**src/rtl/chamber_pressure_plant.sv**
```systemverilog
// chamber_pressure_plant
// Responder for the airlock pressurize/evacuate command interface. It accepts
// single-cycle requests, times the pump cycle in whole seconds and reports the
// chamber state. Pump activity is aborted to FAULT if either port opens.
//
// Ports:
//   clock, reset                  system clock, asynchronous active-high reset
//   pressurizeReq, evacuateReq    one-cycle request pulses (synchronised)
//   innerPortOpen, outerPortOpen  port open levels (synchronised)
//   pressurized, evacuated        chamber status flags
//   busy, fault                   pump cycle running / cycle aborted
//   done                          one-cycle pulse on cycle completion
//   seconds                       elapsed whole seconds of the current cycle
//   reject                        (only with PRESSURE_REJECT_EN) one-cycle
//                                 pulse for every ignored request
//
// Optional feature macro: PRESSURE_REJECT_EN
module chamber_pressure_plant #(
    parameter int unsigned TICKS_PER_SEC = 64,
    parameter int unsigned PRESS_SEC     = 7,
    parameter int unsigned EVAC_SEC      = 5
) (
    input  logic       clock,
    input  logic       reset,
    input  logic       pressurizeReq,
    input  logic       evacuateReq,
    input  logic       innerPortOpen,
    input  logic       outerPortOpen,
    output logic       pressurized,
    output logic       evacuated,
    output logic       busy,
    output logic       fault,
    output logic       done,
`ifdef PRESSURE_REJECT_EN
    output logic       reject,
`endif
    output logic [3:0] seconds
);

    localparam int unsigned TICK_W   = (TICKS_PER_SEC > 1) ? $clog2(TICKS_PER_SEC) : 1;
    localparam int unsigned SEC_W    = 4;

    typedef enum logic [2:0] {
        EVACUATED    = 3'd0,
        PRESSURIZING = 3'd1,
        PRESSURIZED  = 3'd2,
        EVACUATING   = 3'd3,
        FAULT        = 3'd4
    } state_t;

    state_t             state_q, state_d;
    logic [TICK_W-1:0]  tick_q, tick_d;
    logic [SEC_W-1:0]   seconds_q, seconds_d;
    logic               pressurized_q, pressurized_d;
    logic               evacuated_q, evacuated_d;
    logic               busy_q, busy_d;
    logic               fault_q, fault_d;
    logic               done_q, done_d;

    logic               ports_closed_c;
    logic               press_only_c;
    logic               evac_only_c;
    logic               accepted_c;
    logic [SEC_W-1:0]   target_c;

    assign ports_closed_c = !innerPortOpen && !outerPortOpen;
    assign press_only_c   = pressurizeReq && !evacuateReq;
    assign evac_only_c    = evacuateReq && !pressurizeReq;

    // Next-state, timer and registered-output computation
    always_comb begin
        state_d    = state_q;
        tick_d     = tick_q;
        seconds_d  = seconds_q;
        done_d     = 1'b0;
        accepted_c = 1'b0;
        target_c   = (state_q == PRESSURIZING) ? SEC_W'(PRESS_SEC) : SEC_W'(EVAC_SEC);

        case (state_q)
            EVACUATED: begin
                if (press_only_c && ports_closed_c) begin
                    state_d    = PRESSURIZING;
                    tick_d     = '0;
                    seconds_d  = '0;
                    accepted_c = 1'b1;
                end
            end
            PRESSURIZED, FAULT: begin
                if (evac_only_c && ports_closed_c) begin
                    state_d    = EVACUATING;
                    tick_d     = '0;
                    seconds_d  = '0;
                    accepted_c = 1'b1;
                end
            end
            PRESSURIZING, EVACUATING: begin
                // An open port wins over a completion landing in the same cycle
                if (!ports_closed_c) begin
                    state_d = FAULT;
                end else if (tick_q == TICK_W'(TICKS_PER_SEC - 1)) begin
                    tick_d    = '0;
                    seconds_d = seconds_q + SEC_W'(1);
                    if (seconds_d == target_c) begin
                        state_d = (state_q == PRESSURIZING) ? PRESSURIZED : EVACUATED;
                        done_d  = 1'b1;
                    end
                end else begin
                    tick_d = tick_q + TICK_W'(1);
                end
            end
            default: begin
                state_d = FAULT;
            end
        endcase

        pressurized_d = (state_d == PRESSURIZED);
        evacuated_d   = (state_d == EVACUATED);
        busy_d        = (state_d == PRESSURIZING) || (state_d == EVACUATING);
        fault_d       = (state_d == FAULT);
    end

`ifdef PRESSURE_REJECT_EN
    logic reject_q, reject_d;

    // Every request pulse that did not start a cycle is reported
    always_comb begin
        reject_d = (pressurizeReq || evacuateReq) && !accepted_c;
    end

    always_ff @(posedge clock or posedge reset) begin
        if (reset) begin
            reject_q <= 1'b0;
        end else begin
            reject_q <= reject_d;
        end
    end

    assign reject = reject_q;
`endif

    // State and output registers
    always_ff @(posedge clock or posedge reset) begin
        if (reset) begin
            state_q       <= EVACUATED;
            tick_q        <= '0;
            seconds_q     <= '0;
            pressurized_q <= 1'b0;
            evacuated_q   <= 1'b1;
            busy_q        <= 1'b0;
            fault_q       <= 1'b0;
            done_q        <= 1'b0;
        end else begin
            state_q       <= state_d;
            tick_q        <= tick_d;
            seconds_q     <= seconds_d;
            pressurized_q <= pressurized_d;
            evacuated_q   <= evacuated_d;
            busy_q        <= busy_d;
            fault_q       <= fault_d;
            done_q        <= done_d;
        end
    end

    assign pressurized = pressurized_q;
    assign evacuated   = evacuated_q;
    assign busy        = busy_q;
    assign fault       = fault_q;
    assign done        = done_q;
    assign seconds     = seconds_q;

endmodule

```
**config.mk**
```make
export PLATFORM = sky130hd
export DESIGN_NAME = chamber_pressure_plant
export DESIGN_NICKNAME = d
export VERILOG_FILES = /design/src/rtl/chamber_pressure_plant.sv
export SDC_FILE = /design/constraint.sdc
export NUM_CORES = 1
export LEC_CHECK = 0
export ABC_AREA = 1
export CAP_MARGIN = 20
export CELL_PAD_IN_SITES_DETAIL_PLACEMENT = 0
export CELL_PAD_IN_SITES_GLOBAL_PLACEMENT = 2
export CORE_MARGIN = 5
export CORE_UTILIZATION = 35
export CTS_BUF_LIST = sky130_fd_sc_hd__clkbuf_8
export CTS_CLUSTER_DIAMETER = 200
export DETAILED_ROUTE_END_ITERATION = 10
export PLACE_DENSITY_LB_ADDON = 0.1
export SETUP_SLACK_MARGIN = 0.2
export SLEW_MARGIN = 15
export SYNTH_ARGS = -nofsm -noshare
export SYNTH_HDL_FRONTEND = slang
export SYNTH_SLANG_ARGS = --single-unit
```
**constraint.sdc**
```tcl
create_clock -name clock -period 2.4 [get_ports clock]
set_input_delay 0.36 -clock clock [delete_from_list [all_inputs] [get_ports clock]]
set_output_delay 0.36 -clock clock [all_outputs]
set_load 0.01 [all_outputs]
```
== Word-level counts from Yosys, hierarchy flattened ==
Cells that the tools add are included.

* Reduce and logical (&&, ||, !) cells: 17
* Add/subtract/negate cells: 2
* Eq/ne operators: 14
* Mux-type cells: 22

{| class="wikitable"
|+ Operators by type and width
! kind !! count
|-
| $mux W6 || 4
|-
| $pmux W6 S3 || 1
|-
| $mux W4 || 4
|-
| $mux W3 || 5
|-
| $eq A3 B2 Y1 const B || 4
|-
| $pmux W4 S3 || 1
|-
| $pmux W3 S3 || 1
|-
| $ne A2 B2 Y1 const B || 4
|-
| $add A6 B1 Y6 const B || 1
|-
| $eq A3 B1 Y1 const B || 2
|-
| $eq A3 B3 Y1 const B || 2
|-
| $eq A6 B6 Y1 const B || 1
|-
| $logic_not A3 Y1 || 2
|-
| $logic_and A1 B1 Y1 || 5
|-
| $reduce_and A5 Y1 || 1
|-
| $add A4 B1 Y4 const B || 1
|-
| $eq A4 B3 Y1 || 1
|-
| $logic_not A1 Y1 || 4
|-
| $mux W1 || 4
|-
| $mux W2 || 2
|-
| $reduce_and A4 Y1 || 1
|-
| $reduce_or A2 Y1 || 2
|-
| $reduce_bool A3 Y1 || 1
|-
| $logic_or A1 B1 Y1 || 1
|}

* Logic and storage cells: 63
* Register bits after elaboration: 18

== Depth between registers and ports, before layout ==
Gate-level depths: netlist of the first run.

* Depth in word-level cells: 9
* Mapped depth: 10

== Least setup slack after synthesis of the first run ==
OpenSTA, ideal clock, no wires.

* Kind: flip-flop to flip-flop
* From: register seconds_q[0] (netlist: seconds[0])
* To: register pressurized_q (netlist: pressurized)
* Data arrival time: 1.337 ns
* Library setup time: 0.114 ns
* Slack: 0.949 ns
* Clock period less this slack: 1.451 ns
* Cell stages (with the launch flop): 11
* Cell sequence: dfrtp_1 -> ha_1 -> inv_1 -> nand3_2 -> nand2_1 -> nor2_2 -> nand2_2 -> nand3_1 -> nand3_2 -> nand3_1 -> inv_1

* Longest elaborated chain between the ends: 7

{| class="wikitable"
|+ Ends and longest elaborated chain
! element !! line !! source
|-
| start: declaration || 53 || <nowiki>logic [SEC_W-1:0] seconds_q, seconds_d;</nowiki>
|-
| start signal: assignment || 155 || <nowiki>seconds_q <= seconds_d;</nowiki>
|-
| $add A4 B1 Y4 || 102 || <nowiki>seconds_d = seconds_q + SEC_W'(1);</nowiki>
|-
| $eq A4 B3 Y1 || 103 || <nowiki>if (seconds_d == target_c) begin</nowiki>
|-
| $mux W3 || 103 ||
|-
| $mux W3 || 100 || <nowiki>end else if (tick_q == TICK_W'(TICKS_PER_SEC - 1)) begin</nowiki>
|-
| $mux W3 || 98 || <nowiki>if (!ports_closed_c) begin</nowiki>
|-
| $pmux W3 S3 || 79 || <nowiki>case (state_q)</nowiki>
|-
| named net state_d[1] || 51 || <nowiki>state_t state_q, state_d;</nowiki>
|-
| $eq A3 B2 Y1 || 116 || <nowiki>pressurized_d = (state_d == PRESSURIZED);</nowiki>
|-
| named net pressurized_d || 54 || <nowiki>logic pressurized_q, pressurized_d;</nowiki>
|-
| end signal: assignment || 156 || <nowiki>pressurized_q <= pressurized_d;</nowiki>
|-
| end: declaration || 54 ||
|}

The timed path passes the listed nets, and every way through them passes these cells.
A chain may end at the register's enable or synchronous reset.

== Worst setup path in the final report of the first run ==
* From: input outerPortOpen
* To: register seconds_q[0] (netlist: seconds[0])

* Longest elaborated chain between the ends: 5
* Elaborated cells on any way between the ends: 8
* Classes of those cells: 3 x eq/ne; 5 x reduce/logical

{| class="wikitable"
|+ Ends and longest elaborated chain
! element !! line !! source
|-
| start: declaration || 28 || <nowiki>input logic outerPortOpen,</nowiki>
|-
| $logic_not A1 Y1 * || 66 || <nowiki>assign ports_closed_c = !innerPortOpen && !outerPortOpen;</nowiki>
|-
| $logic_and A1 B1 Y1 * || 66 ||
|-
| $logic_and A1 B1 Y1 (on tied branches) || 89, 81 ||
|-
| $ne A2 B2 Y1 (no line) || - ||
|-
| $reduce_and A5 Y1 (no line) * || - ||
|}

Mark *: on every way between the ends. The rest lies on a longest branch, timed or not.

==> metrics, run 1 <==
outcome=finished clean; leading area contributor after synthesis=sky130_fd_sc_hd__dfrtp_1; switching power summed over all nets=roughly 0.37 mW; setup violators final=0; setup fix buffers added after clock tree synthesis=0; leakage dissipation=roughly 0.58 nW; most numerous cell types in the synthesized netlist=25 x sky130_fd_sc_hd__nand2_1, 17 x sky130_fd_sc_hd__dfrtp_1, 16 x sky130_fd_sc_hd__inv_1; number of max-cap violations=0; fraction of post-synthesis cell area in the top cell type by area=0.413; average wire length per cell after detail routing=12.2 um; arrival time at the worst endpoint=1.80 ns; number of fill cells=274; vias in the first global route=roughly 800; number of warnings reported in the yosys synthesis log=0; drt total wl=2.07 mm; TritonCTS clock tree=done; clk_skew=0.00638 ns; category of the most critical setup path=in2reg; global-route wire length before repair=3.64 mm; routability congestion estimate from global placement=approximately 0.8; clock period minus final worst setup slack=between 1.5 and 2 ns; Cell variety after synth=26; clock tree root buffer cell=sky130_fd_sc_hd__clkbuf_8; via count of the routed design=between 800 and 900; detailed placement HPWL=1.56 mm; fraction of power consumed by the clock network=0.220; Tightest Pin Transition=roughly 0.69 ns; leading cell type by number of instances after synthesis=sky130_fd_sc_hd__nand2_1; count of nets left with antenna violations after detail routing=0; most instantiated flip-flop cell in the synthesis netlist=sky130_fd_sc_hd__dfrtp_1; kind of end point of the critical path=flop; die height=64.3 um; maximum clock path buffer count=2; largest cells by area after synthesis=sky130_fd_sc_hd__dfrtp_1 41%, sky130_fd_sc_hd__nand2_1 9.1%, sky130_fd_sc_hd__inv_1 5.8%; register bit total from synthesis=18; cells along the critical path=clkdlybuf4s50_1 -> nor2_1 -> inv_1 -> nor3_1 -> nor3_2 -> nor2_8 -> nand2_2 -> nand2_1 -> o21ai_1; Iteration-0 DRC Markers=31; layout cell share with drive strength beyond 1=0.194; clock latency of the later-clocked register in the worst-skew pair=0.25 ns; core area=2780 um^2; standard-cell row count=19; post-route cell area=1250 um^2; number of enable flip-flop cells after synthesis=0; initial antenna violation count=0; portion of total power attributed to combinational logic=0.378; overflow left after global routing=0; max-slew violation total from the final report=0; Layout Nets=approximately 150; Internal Dissipation=0.612 mW; net count of the mapped netlist=129; count of unresolved DRC violations after routing=0; Starting Density=0.371; largest net degree at the start of global routing=19; FF-to-FF setup slack=just over 0.8 ns; dpl cell area=1210 um^2; sequential share of the synthesized area=0.438; Max VDD drop=0.000484 V; number of cells produced by synthesis=121; maximum single-stage delay on the critical path=0.40 ns; syn_area_per_cell=8.52 um^2; Critical-path top delay cell=sky130_fd_sc_hd__clkdlybuf4s50_1; CP required=2.54 ns; maximum frequency from static timing analysis=approximately 0.60 GHz; Worst Setup Start Kind=primary input; Synth-to-Final Area Change=21.7%; final antenna diode count=0; total number of clock tree sinks=18; number of buffers inserted by port buffering=14; total CTS buffers=3; Die W=between 60 and 70 um; clock transition time at the flip-flop clock pins of the worst setup and hold paths=0.07 ns; Synth async-reset ratio=1.00; power density over the cells=784 nW/um^2; number of levels the H-tree was split into=1; sequential share of power=0.401; critical path peak fanout=10; global routing usage summed across all routing layers=0.109; share of the clock period used by the worst path=0.694; post-DR vias/cell=4.73; Fin Setup TNS=0 ns; Slew HR=0.537; startpoint of the lowest-slack register-to-register path=tick_q[0]$_DFFE_PP0P_; synthesized area=slightly above 1000 um^2; RSZ-0062 raised after global routing=false; Hold Crit Class=in2async; post-cts gate resize count=0; number of top-level pins=15; Die ar.=4130 um^2; critical path startpoint=outerPortOpen; switching part of the total power=0.378; Fin. Hold Viols=0; hold buffer count at cts=0; 1st-pass router iterations=4
-- power groups by stage --
stage / sequential, mW / combinational, mW / clock [mW]
floorplan: 0.409 / 0.259 / 0
global placement: 0.402 / 0.375 / 0
detailed placement: 0.401 / 0.375 / 0
CTS: 0.396 / 0.378 / 0.227
global route: 0.403 / 0.409 / 0.239
finish: 0.395 / 0.372 / 0.217
-- final timing paths --
| path | depth (start not counted) | end |
|---|---|---|
| worst max-delay path | 9 | seconds[0]$_DFFE_PP0P_ |
| worst min-delay path | 2 | tick_q[5]$_DFFE_PP0P_ |
| worst max register to register | 10 | pressurized$_DFF_PP0_ |
| worst min register to register | 2 | tick_q[5]$_DFFE_PP0P_ |
| max in group asynchronous | 2 | state_q[2]$_DFF_PP0_ |
| min in group clock | 2 | tick_q[5]$_DFFE_PP0P_ |
-- cells in the final DEF, fill, tap and decap left out, drive strengths merged --
| master | count |
|---|---|
| clkbuf | 3 |
| dfstp | 1 |
| nand2 | 30 |
| xnor2 | 1 |
| xor2 | 3 |
| nor4 | 1 |
| nand4 | 4 |
| o31ai | 2 |
| nor2 | 7 |
| dfrtp | 17 |
| nor3 | 5 |
| ha | 2 |
| clkdlybuf4s50 | 14 |
| inv | 21 |
| nand3b | 1 |
| nand3 | 15 |
| o21ai | 12 |
-- final cells by class --
cell class	count	area (um^2)	share of cell area
Clock inverter	1	3.75	0.00299
Clock buffer	3	41.3	0.0329
Sequential cell	18	452	0.360
Tap cell	31	38.8	0.0309
Multi-Input combinational cell	83	502	0.400
Timing Repair Buffer	14	140	0.112
Inverter	20	77.6	0.0618
-- kinds of logic (layout without fill, tap and decap cells) --
family / count (synthesis) / after routing / share of synthesized area
fa+ha+maj: 2 / 2 / 0.0243
buf+inv: 20 / 38 / 0.0752
compound gates: 14 / 14 / 0.0801
flops: 18 / 18 / 0.438
xor+xnor: 4 / 4 / 0.0340
simple gates: 63 / 63 / 0.348
-- worst max-delay path, delay by kind of cell --
family	cells	cell delay (ns)
and+or+nand+nor	6	0.90
buffers and inverters	2	0.49
AOI/OAI and AO/OA	1	0.06
-- through the flow --
stage | power [mW] | worst slack, ns | hold slack (ns) | cells | utilization
6_report | 0.984 | 0.734 | 0.507 | 170 | 0.451
5_1_grt | 1.05 | 0.584 | 0.589 | 170 | 0.451
4_1_cts | 1.00 | 0.711 | 0.533 | 170 | 0.451
3_5_place_dp | 0.777 | 0.441 | 0.533 | 166 | 0.435
3_3_place_gp | 0.777 | 0.494 | 0.528 | 166 | 0.435
2_1_floorplan | 0.668 | 0.949 | 0.298 | 121 | -
-- sequential cells by signal, indices dropped and copies added, names as in the netlist --
| register | cells |
|---|---|
| fault | 1 |
| pressurized | 1 |
| seconds | 4 |
| evacuated | 1 |
| tick_q | 6 |
| busy | 1 |
| state_q | 3 |
| done | 1 |
-- per-layer routing --
metal | GRT usage | vias up | wire (um)
met3 | 0.0245 | 2 | 55
met1 | 0.153 | 367 | 1050
met5 | 0 | - | 0
li1 | - | 429 | -
met2 | 0.160 | 6 | 948
met4 | 0.0458 | 0 | 17
No activity file was read; power rests on OpenSTA's default activity.
==> run 2: changes to the inputs <==
--- a/config.mk
+++ b/config.mk
@@ -10,7 +10,7 @@
 export CELL_PAD_IN_SITES_DETAIL_PLACEMENT = 0
 export CELL_PAD_IN_SITES_GLOBAL_PLACEMENT = 2
 export CORE_MARGIN = 5
-export CORE_UTILIZATION = 35
+export CORE_UTILIZATION = 30
 export CTS_BUF_LIST = sky130_fd_sc_hd__clkbuf_8
 export CTS_CLUSTER_DIAMETER = 200
 export DETAILED_ROUTE_END_ITERATION = 10
==> constraint.sdc (replaced) <==
create_clock -name clock -period 1.45 [get_ports clock]
set_input_delay 0.2175 -clock clock [delete_from_list [all_inputs] [get_ports clock]]
set_output_delay 0.2175 -clock clock [all_outputs]
set_load 0.01 [all_outputs]
==> metrics, run 2 (synthesis gave the netlist of run 1 again) <==
TritonCTS clock tree=done; number of max-cap violations=0; area taken by flip-flops and latches=457 um^2; Fin Setup TNS=-0.113 ns; leakage dissipation=0.758 nW; hold slack=0.273 ns; Iteration-0 DRC Markers=30; global-route wire length before repair=4.22 mm; FF-to-FF setup slack=-0.03 ns; final worst setup slack=-0.0345 ns; maximum clock path buffer count=2; number of levels the H-tree was split into=1; Die W=68.6 um; count of nets left with antenna violations after detail routing=0; share of the clock period used by the worst path=1.02; via count of the routed design=945; Worst Setup Start Kind=flop; top register by number of flip-flops=tick_q; kind of end point of the critical path=flop; startpoint of the lowest-slack register-to-register path=state_q[1]$_DFF_PP0_; Hold Crit Class=in2async; overflow left after global routing=0; number of top-level pins=15; clock transition time at the flip-flop clock pins of the worst setup and hold paths=0.07 ns; drt total wl=2.60 mm; number of flip-flops under the largest register name=6; Die ar.=4710 um^2; largest net degree at the start of global routing=19; category of the most critical setup path=reg2reg; post-DR vias/cell=4.46; final antenna diode count=0; Layout Nets=175; Starting Density=0.309; critical path startpoint=state_q[1]$_DFF_PP0_; clk_skew=0.00380 ns; Synth-to-Final Area Change=57.2%; clock latency of the later-clocked register in the worst-skew pair=between 0.2 and 0.3 ns; total CTS buffers=3; setup violators final=7; arrival time at the worst endpoint=1.68 ns; detailed placement HPWL=about 1.7 mm; number of cells on the worst reg-to-reg path=10; standard-cell row count=21; Slew HR=0.768; outcome=finished, violations left; number of fill cells=339; number of buffers inserted by port buffering=14; violations in the final reports=negative setup slack; vias in the first global route=914; total area of multi-input combinational cells=639 um^2; layout cell share with drive strength beyond 1=0.542; core area=3340 um^2; maximum frequency from static timing analysis=0.674 GHz; 1st-pass router iterations=4; clock tree root buffer cell=sky130_fd_sc_hd__clkbuf_8; post-route cell area=1620 um^2; power density over the cells=1280 nW/um^2; Fin. Hold Viols=0; commonest cells after routing, fill and taps aside=24 x sky130_fd_sc_hd__buf_4, 15 x sky130_fd_sc_hd__nand2_1, 13 x sky130_fd_sc_hd__nand2_2, 13 x sky130_fd_sc_hd__dfrtp_1, 12 x sky130_fd_sc_hd__inv_1; count of unresolved DRC violations after routing=0; critical path peak fanout=5; CP required=1.64 ns; routability congestion estimate from global placement=approximately 0.76; clock period minus final worst setup slack=1.48 ns; Max VDD drop=0.000691 V; dpl cell area=between 1000 and 1500 um^2; Util after Layout=0.486; global routing usage summed across all routing layers=0.123; max-slew violation total from the final report=0; Tightest Pin Transition=0.346 ns; RSZ-0062 raised after global routing=true; initial antenna violation count=0; most frequent standard cell in the layout excluding fill and tap cells=sky130_fd_sc_hd__buf_4; total number of clock tree sinks=18; die height=68.6 um; average wire length per cell after detail routing=12.2 um
## run 2: cell types whose count changed in the layout (fill, tap and decap cells not counted), moves of 6 or more
cell                              delta
sky130_fd_sc_hd__buf_4              +24
sky130_fd_sc_hd__nand2_2             +9
sky130_fd_sc_hd__dlygate4sd2_1       +6
sky130_fd_sc_hd__nand2_1            -10
sky130_fd_sc_hd__clkdlybuf4s50_1     -9
## run 2: path summary, 6_finish.rpt
check / to
setup / recovery: tick_q[4]$_DFFE_PP0P_
hold / removal: seconds[3]$_DFFE_PP0P_
setup reg to reg: tick_q[4]$_DFFE_PP0P_
hold reg to reg: tick_q[5]$_DFFE_PP0P_
max in group asynchronous: evacuated$_DFF_PP1_
min in group clock: tick_q[5]$_DFFE_PP0P_
## run 2: layout make-up
| type | count | share of cell area |
|---|---|---|
| tap | 46 | 0.0355 |
| timing repair buffer | 40 | 0.203 |
| sequential | 18 | 0.282 |
| inverter | 20 | 0.0510 |
| multi-input combinational | 84 | 0.395 |
| clock buffer | 4 | 0.0340 |
## run 2: worst max-delay path, stage by stage (launching register included)
cell                      delay (ns)
sky130_fd_sc_hd__dfrtp_1        0.43
sky130_fd_sc_hd__nor2_2         0.13
sky130_fd_sc_hd__inv_2          0.08
sky130_fd_sc_hd__nand2_1        0.07
sky130_fd_sc_hd__o21ai_1        0.07
sky130_fd_sc_hd__inv_2          0.10
sky130_fd_sc_hd__nand2_4        0.09
sky130_fd_sc_hd__buf_12         0.13
sky130_fd_sc_hd__nor2_4         0.16
sky130_fd_sc_hd__nand3_2        0.10
sky130_fd_sc_hd__nand2_1        0.06
## run 2: what timing repair did
| action | 4_1_cts | 5_1_grt |
|---|---|---|
| cloned | 0 | 1 |
| endpoints found under the hold margin | 0 | 0 |
| endpoints found under the setup margin | 26 | 19 |
| resized for setup | 25 | 28 |
| pin swaps | 3 | 10 |
| setup buffers | 4 | 5 |
| hold buffers | 0 | 0 |
## run 2: routing by layer
layer  global-route usage  routed length, um  vias up
met5                    0                  0        -
met2                0.186               1210       11
met1                0.163               1300      443
met4               0.0496                 26        0
li1                     -                  -      489
met3               0.0373                 59        2
## run 2: power breakdown
part	total, mW	switching, mW	internal (mW)
sequential	0.634	0.0474	0.586
combinational	1.02	0.580	0.442
clock	0.416	0.175	0.241
total	2.07	0.802	1.27
## run 2: through the flow
| stage | power [mW] | cells | worst slack [ns] |
|---|---|---|---|
| 2_1_floorplan | 1.14 | 121 | 0.0548 |
| 3_3_place_gp | 1.41 | 198 | -0.276 |
| 3_5_place_dp | 1.41 | 198 | -0.280 |
| 4_1_cts | 1.85 | 206 | -0.00734 |
| 5_1_grt | 2.21 | 212 | -0.123 |
| 6_report | 2.07 | 212 | -0.0345 |
==> run 3: changes to the inputs <==
--- a/config.mk
+++ b/config.mk
@@ -10,11 +10,12 @@
 export CELL_PAD_IN_SITES_DETAIL_PLACEMENT = 0
 export CELL_PAD_IN_SITES_GLOBAL_PLACEMENT = 2
 export CORE_MARGIN = 5
-export CORE_UTILIZATION = 30
+export CORE_UTILIZATION = 33
 export CTS_BUF_LIST = sky130_fd_sc_hd__clkbuf_8
 export CTS_CLUSTER_DIAMETER = 200
 export DETAILED_ROUTE_END_ITERATION = 10
-export PLACE_DENSITY_LB_ADDON = 0.1
+export HOLD_SLACK_MARGIN = 0.05
+export PLACE_DENSITY = 0.9
 export SETUP_SLACK_MARGIN = 0.2
 export SLEW_MARGIN = 15
 export SYNTH_ARGS = -nofsm -noshare
==> constraint.sdc (replaced) <==
create_clock -name clock -period 1.4 [get_ports clock]
set_input_delay 0.21 -clock clock [delete_from_list [all_inputs] [get_ports clock]]
set_output_delay 0.21 -clock clock [all_outputs]
set_load 0.01 [all_outputs]
==> metrics, run 3 (synthesis gave the netlist of run 1 again) <==
outcome=finished, violations left; violations in the final reports=negative setup slack; cells along the critical path=nor2_2 -> inv_2 -> nand2_2 -> o21ai_2 -> inv_2 -> nand2_4 -> nor2_8 -> buf_6 -> nand4_1 -> o21ai_1; most frequent standard cell in the layout excluding fill and tap cells=sky130_fd_sc_hd__buf_4; share of the clock period used by the worst path=1.07; overflow left after global routing=0; Worst Setup Start Kind=flop; final antenna diode count=0; number of levels the H-tree was split into=1; clock tree root buffer cell=sky130_fd_sc_hd__clkbuf_8; critical path peak fanout=6; total area of multi-input combinational cells=roughly 700 um^2; dpl cell area=1380 um^2; Max VDD drop=between 0.0008 and 0.0009 V; Fin Setup TNS=-0.824 ns; number of max-cap violations=0; detailed placement HPWL=~1.7 mm; global-route wire length before repair=4.12 mm; kind of end point of the critical path=flop; hold slack=0.267 ns; total number of clock tree sinks=18; WP buf/inv=3; Die ar.=around 4300 um^2; commonest cells after routing, fill and taps aside=28 x sky130_fd_sc_hd__buf_4, 14 x sky130_fd_sc_hd__nand2_1, 13 x sky130_fd_sc_hd__dfrtp_1, 12 x sky130_fd_sc_hd__nand2_2, 11 x sky130_fd_sc_hd__inv_1; hold buffer count at cts=0; Slew HR=0.775; Iteration-0 DRC Markers=17; TritonCTS clock tree=done; core area=3030 um^2; setup violators final=14; die height=roughly 66 um; cell family with the largest share of critical-path delay=simple AND/OR/NAND/NOR gates; final worst setup slack=-0.0977 ns; total CTS buffers=3; leakage dissipation=0.806 nW; startpoint of the lowest-slack register-to-register path=state_q[0]$_DFF_PP0_; power density over the cells=~1300 nW/um^2; Fin. Hold Viols=0; number of top-level pins=15; max-slew violation total from the final report=0; number of buffers inserted by port buffering=14; count of nets left with antenna violations after detail routing=0; Util after Layout=0.564; number of cells on the worst reg-to-reg path=10; category of the most critical setup path=reg2reg; initial antenna violation count=0; clock period minus final worst setup slack=1.50 ns; largest net degree at the start of global routing=19; clock latency of the later-clocked register in the worst-skew pair=0.25 ns; clk_skew=0.00314 ns; vias in the first global route=998; global routing usage summed across all routing layers=0.124; routability congestion estimate from global placement=0.842; total power consumption of the routed design=2.23 mW; Tightest Pin Transition=0.335 ns; CP required=1.59 ns; maximum clock path buffer count=2; standard-cell row count=20; arrival time at the worst endpoint=1.68 ns; layout cell share with drive strength beyond 1=0.588; clock transition time at the flip-flop clock pins of the worst setup and hold paths=0.07 ns; post-DR vias/cell=4.50; post-route cell area=1710 um^2; Synth-to-Final Area Change=65.8%; number of fill cells=266; top register by number of flip-flops=tick_q; maximum single-stage delay on the critical path=0.42 ns; cell mode on critical path=sky130_fd_sc_hd__inv_2; via count of the routed design=around 960; Starting Density=0.340; Critical-path top delay cell=sky130_fd_sc_hd__dfrtp_1; Hold Crit Class=in2async; number of flip-flops under the largest register name=6; count of unresolved DRC violations after routing=0; maximum frequency from static timing analysis=between 0.6 and 0.7 GHz; end of the worst register-to-register path=tick_q[0]$_DFFE_PP0P_; average wire length per cell after detail routing=~12 um; drt total wl=2.57 mm; RSZ-0062 raised after global routing=true; Die W=65.9 um; 1st-pass router iterations=4; Layout Nets=179; FF-to-FF setup slack=-0.1 ns; area taken by flip-flops and latches=around 460 um^2
## run 3: changes by cell type in the layout (fill, tap and decap cells not counted), sizes merged
cell / previous run / this run
buf: 28 / 34
clkdlybuf4s50: 5 / 4
dlygate4sd2: 6 / 5
dlymetal6s2s: 0 / 1
nor2: 8 / 7
## run 3: timing repair
item | CTS | global route
setup endpoints to repair | 27 | 21
buffers inserted | 8 | 7
pin swaps | 6 | 17
resized for setup | 33 | 40
## run 3: per-layer routing
metal,global-route usage,wire length [um],vias to the layer above
li1,-,-,494
met1,0.136,1020,456
met2,0.218,1440,7
met3,0.0476,78,5
met4,0.0389,31,0
met5,0,0,-
## run 3: area by class of cell
cell class              count  area share
repair buffers             45       0.211
inverters                  20      0.0469
well taps                  44      0.0322
clock buffers               4      0.0322
flip-flops and latches     18       0.267
multi-input cells          83       0.411
## run 3: worst max-delay path by stage
| stage | from | end | slack [ns] | cells after the start |
|---|---|---|---|---|
| final | state_q[0]$_DFF_PP0_ | tick_q[0]$_DFFE_PP0P_ | -0.1 | 10 |
| after global routing | state_q[0]$_DFF_PP0_ | tick_q[0]$_DFFE_PP0P_ | -0.21 | 10 |
| after CTS | seconds[0]$_DFFE_PP0P_ | evacuated$_DFF_PP1_ | -0.06 | 9 |
| after detailed placement | outerPortOpen | seconds[1]$_DFFE_PP0P_ | -0.36 | 8 |
| after global placement | outerPortOpen | seconds[1]$_DFFE_PP0P_ | -0.33 | 8 |
| after floorplan | seconds[0]$_DFFE_PP0P_ | pressurized$_DFF_PP0_ | 0.005 | 10 |
## run 3: stage by stage
step                setup slack, ns  std cells
finish                      -0.0977        214
global route                 -0.215        214
CTS                         -0.0641        207
detailed placement           -0.360        195
global placement             -0.328        195
floorplan                   0.00478        121
## run 3: worst min-delay path, cell delays in order
cell	delay (ns)
sky130_fd_sc_hd__clkdlybuf4s50_1	0.40
sky130_fd_sc_hd__inv_1	0.05
sky130_fd_sc_hd__buf_4	0.24
## run 3: power by group
group / internal [mW] / total, mW / switching, mW
Clock: 0.250 / 0.422 / 0.172
Combinational: 0.528 / 1.15 / 0.621
Sequential: 0.608 / 0.659 / 0.0514
Total: 1.39 / 2.23 / 0.845
